File: config.mk
export PLATFORM = sky130hd
export DESIGN_NAME = bash_hash_stream_loader
export DESIGN_NICKNAME = d
export VERILOG_FILES = /design/src/rtl/bash_hash_stream_loader.sv
export SDC_FILE = /design/constraint.sdc
export NUM_CORES = 2
export LEC_CHECK = 0
export CAP_MARGIN = 15
export CORE_AREA = 4 4 416 418
export DETAILED_ROUTE_END_ITERATION = 6
export DIE_AREA = 0 0 420 422
export GPL_ROUTABILITY_DRIVEN = 1
export SLEW_MARGIN = 20
export SYNTH_ARGS = -nofsm -noshare
export SYNTH_HDL_FRONTEND = slang
export SYNTH_SLANG_ARGS = --single-unit
File: constraint.sdc
create_clock -name clk_i -period 3.9 [get_ports clk_i]
set_input_delay 0.975 -clock clk_i [delete_from_list [all_inputs] [get_ports clk_i]]
set_output_delay 0.975 -clock clk_i [all_outputs]
set_load 0.02 [all_outputs]
File: src/rtl/bash_hash_stream_loader.sv
// Packs a 32-bit word stream into 1024-bit x blocks for bash_hash.
// Single-entry block buffer with valid/ready handoff and zero-filled tails.
module bash_hash_stream_loader #(
   parameter int XLEN    = 32,
   parameter int X_WORDS = 32,
   parameter int CNT_W   = 6
) (
   input  logic                    clk_i,
   input  logic                    rst_i,
   input  logic [XLEN-1:0]         s_tdata_i,
   input  logic                    s_tvalid_i,
   output logic                    s_tready_o,
   input  logic                    s_tlast_i,
   output logic [XLEN*X_WORDS-1:0] x_o,
   output logic                    blk_valid_o,
   input  logic                    blk_ready_i,
   output logic                    blk_first_o,
   output logic                    blk_last_o,
   output logic [CNT_W-1:0]        blk_words_o
);

   typedef enum logic {FILL, FULL} state_t;

   state_t                    state_q, state_d;
   logic [CNT_W-1:0]          cnt_q;
   logic [XLEN*X_WORDS-1:0]   x_q;
   logic [CNT_W-1:0]          words_q;
   logic                      last_q;
   logic                      first_q;
   logic                      msg_start_q;
   logic                      accept;
   logic                      blk_done;
   logic                      handoff;

   always_ff @(posedge clk_i) begin
      if (rst_i) state_q <= FILL;
      else       state_q <= state_d;
   end

   always_comb begin
      state_d  = state_q;
      accept   = 1'b0;
      blk_done = 1'b0;
      handoff  = 1'b0;
      unique case (state_q)
         FILL: begin
            accept   = s_tvalid_i;
            blk_done = s_tvalid_i &&
                       (cnt_q == CNT_W'(X_WORDS - 1) || s_tlast_i);
            if (blk_done) state_d = FULL;
         end
         FULL: begin
            handoff = blk_ready_i;
            if (blk_ready_i) state_d = FILL;
         end
         default: state_d = FILL;
      endcase
   end

   // Clearing on handoff is what zero-fills the unused tail slots.
   always_ff @(posedge clk_i) begin
      if (rst_i) begin
         x_q         <= '0;
         cnt_q       <= '0;
         words_q     <= '0;
         last_q      <= 1'b0;
         first_q     <= 1'b1;
         msg_start_q <= 1'b1;
      end else if (accept) begin
         x_q[int'(cnt_q)*XLEN +: XLEN] <= s_tdata_i;
         if (blk_done) begin
            cnt_q   <= '0;
            words_q <= cnt_q + 1'b1;
            last_q  <= s_tlast_i;
            first_q <= msg_start_q;
         end else begin
            cnt_q <= cnt_q + 1'b1;
         end
      end else if (handoff) begin
         x_q         <= '0;
         cnt_q       <= '0;
         msg_start_q <= last_q;
      end
   end

   assign s_tready_o  = (state_q == FILL);
   assign blk_valid_o = (state_q == FULL);
   assign x_o         = x_q;
   assign blk_first_o = first_q;
   assign blk_last_o  = last_q;
   assign blk_words_o = words_q;

endmodule

==> flow_summary.json <==
{
  "critical_path.max_stage_delay_ps": 640,
  "synth_cell_type_count": 61,
  "cts.sinks": 1040,
  "leakagePower_uw": 0.02316,
  "routabilityCongestion": 0.8739,
  "grt_pass1_wl_mm": 281.1,
  "critPathMaxFanout": 19,
  "grt_setup_unrepaired": "no",
  "use_met2": 0.3699,
  "die_area_mm2": 0.1772,
  "cts_root_buffer": "clkbuf_16",
  "ys.flop_type": "dfxtp_1",
  "syn_area_per_cell_um2": 9.761,
  "finalClockSkew_ps": 68.17,
  "finalCritPeriodShare": 0.8521,
  "yosys.area.top_type": "dfxtp_1",
  "syn-cell-area_mm2": 0.03949,
  "synth_enable_flop_cells": 0,
  "synth_top_family_by_area": "multiplexers",
  "clk_pin_slew_ps": 60,
  "slew_viol_final": 0,
  "antenna_found_initial": 21,
  "syn_nets": 4086,
  "stdcell_count": 7305,
  "post_drt_via_cell_ratio": 4.807,
  "numCtsBuffers": 113,
  "track_usage": 0.2236,
  "power_density_mw_per_mm2": 407.2,
  "grt_pass1_vias": 33840,
  "die_w_um": 420,
  "clock.fmax_mhz": 300.9,
  "slowest_stage": "ha_1",
  "crit_path_start": "cnt_q[0]",
  "status": "completed",
  "postCtsSetupBuffers": 0,
  "clock_latency_ps": 760,
  "synthToLayoutAreaGrowth_pct": 43.87,
  "grt.overflow.total": 0,
  "first_pass_iters": 5,
  "muxShareOfSynthArea": 0.2192,
  "die_h_um": 422,
  "wirelength_mm": 207.5,
  "dpl.hpwl_mm": 146.4,
  "peakVddDrop_v": 0.0003730,
  "cts_buffer_depth": 3,
  "ys_async_sr_fraction": 0,
  "synth_adder_area_share": 0.0009504,
  "grt_most_used_layer": "met2",
  "ys_seq_area_frac": 0.5272,
  "num_rows": 151,
  "grt_max_degree": 141,
  "maxCapViolCount": 0,
  "ios": 1071,
  "synth_warnings": 0,
  "relSlewSlack": 0.2538,
  "core_area_mm2": 0.1691,
  "period_needed_ps": 3323,
  "r2r-start": "cnt_q[0]",
  "yosys-top-cells-area": "dfxtp_1 53%, mux2i_1 22%, nand2_1 10%, clkbuf_1 2.5%, o211ai_1 1.8%",
  "wl_per_cell_um": 28.41,
  "dp_cells": 7090,
  "finalHoldViolCount": 0,
  "worstPathArrival_ps": 3900,
  "setup_viol": 0,
  "synth-compound-area-share": 0.05386,
  "initial_utilization": 0.2336,
  "fin_nets": 5027,
  "io_buffers": 1070,
  "met1_usage": 0.2716,
  "synth_xor_area_frac": 0.001996,
  "min_from": "x_o[940]",
  "final_layout_size_suffix_gt1_frac": 0.08027,
  "cts_htree_levels": 3,
  "yosys.area.top_type_share": 0.5272,
  "critPathLaunchType": "flip-flop",
  "yosys.area_share.simple": 0.1557,
  "layout_common_cells": "1095 x nand2_1, 1040 x dfxtp_1, 1037 x clkdlybuf4s50_1",
  "ys_ff_latch": 1040,
  "holdBufCountCts": 0,
  "layout_commonest_cell": "nand2_1",
  "crit_chain": "inv_1 > ha_1 > nand2b_1 > a2111oi_2 > buf_4 > o21ai_4 > buf_12 > mux2i_1",
  "grt_use_met3": 0.05460,
  "end_kind": "flip-flop",
  "remaining_drc_errors": 0,
  "num_vias": 35117,
  "critPathRequiredTime_ps": 4470,
  "ctsResizeCount": 0,
  "syn_inst": 4046,
  "drtIter0Drc": 3051,
  "cts_tree": "built",
  "crit_type": "flip-flop to flip-flop",
  "hp-class": "flip-flop to flip-flop",
  "ant_nets": 0,
  "tns_ps": 0,
  "tightest_slew_ps": 1119
}
## per-layer routing
metal  up-vias  wire length [µm]
li1      15760                 -
met1     17430             82560
met2      1531             97700
met3       394             15710
met4         2             11560
met5         -                11
## area by class of cell
type	instances	area, µm²
Sequential cell	1040	20820
Multi-Input combinational cell	2629	17470
Timing Repair Buffer	1197	11820
Inverter	6	22.52
Clock inverter	50	636.9
Clock buffer	161	3259
Tap cell	2218	2775
Fill cell	17069	112300
Antenna cell	4	10.01
## cell usage after synthesis (all sizes together) (6+ instances only)
library cell,n
a21oi,135
a22o,33
buf,108
clkbuf,263
dfxtp,1040
inv,6
mux2i,865
nand2,1101
nand2b,7
nand3,139
nand4,97
nand4b,32
nor2,14
nor3,14
nor4,6
o211ai,96
o21ai,20
## registers in the layout, summed over array words and instances, names as in the netlist
signal	flops
blk_valid_o	1
blk_last_o	1
blk_words_o	6
blk_first_o	1
msg_start_q	1
cnt_q	6
x_o	1024
## report_power, final
part           total [µW]  internal [µW]  leakage [µW]  switching, µW
clock network       11300           6560       0.00193           4710
registers           10700          10600       0.00838           19.7
logic                1200            220        0.0129            979
## through the flow
stage	utilization	worst slack (ps)	hold WS, ps	total power, µW	cell area, µm²
final	0.3360	576.8	456.1	23140	56820
after global routing	0.3360	336.4	472.7	23790	56810
after CTS	0.3360	454.1	456.2	23340	56810
after detailed placement	0.3129	463.6	445.7	12120	52910
after global placement	0.3129	458.4	441.9	12120	52910
after floorplan	-	1070	435.0	11410	39490
## final timing paths
kind                            slack (ps)  cells after the start        to
worst max-delay path                   580                      8  x_o[601]
worst min register to register         460                      2  x_o[940]
worst max register to register         580                      8  x_o[601]
worst min-delay path                   460                      2  x_o[940]
## cells by family (layout without fill, tap and decap cells)
kind of cell	Yosys count	in the layout
muxes	865	865
DFF	1040	1040
and+or+nand+nor	1435	1435
buffers and inverters	377	1414
adders and majority gates	3	3
other	0	4
AOI/OAI and AO/OA	317	317
xor gates and xnor gates	9	9
## worst max-delay path: cells and delay by family (launching register included)
kind	cells	cell delay (ps)
adders and majority gates	1	640
muxes	1	130
DFF	1	560
AOI/OAI and AO/OA	2	660
and+or+nand+nor	1	370
buffers and inverters	3	740
No activity file was read; power rests on OpenSTA's default activity.
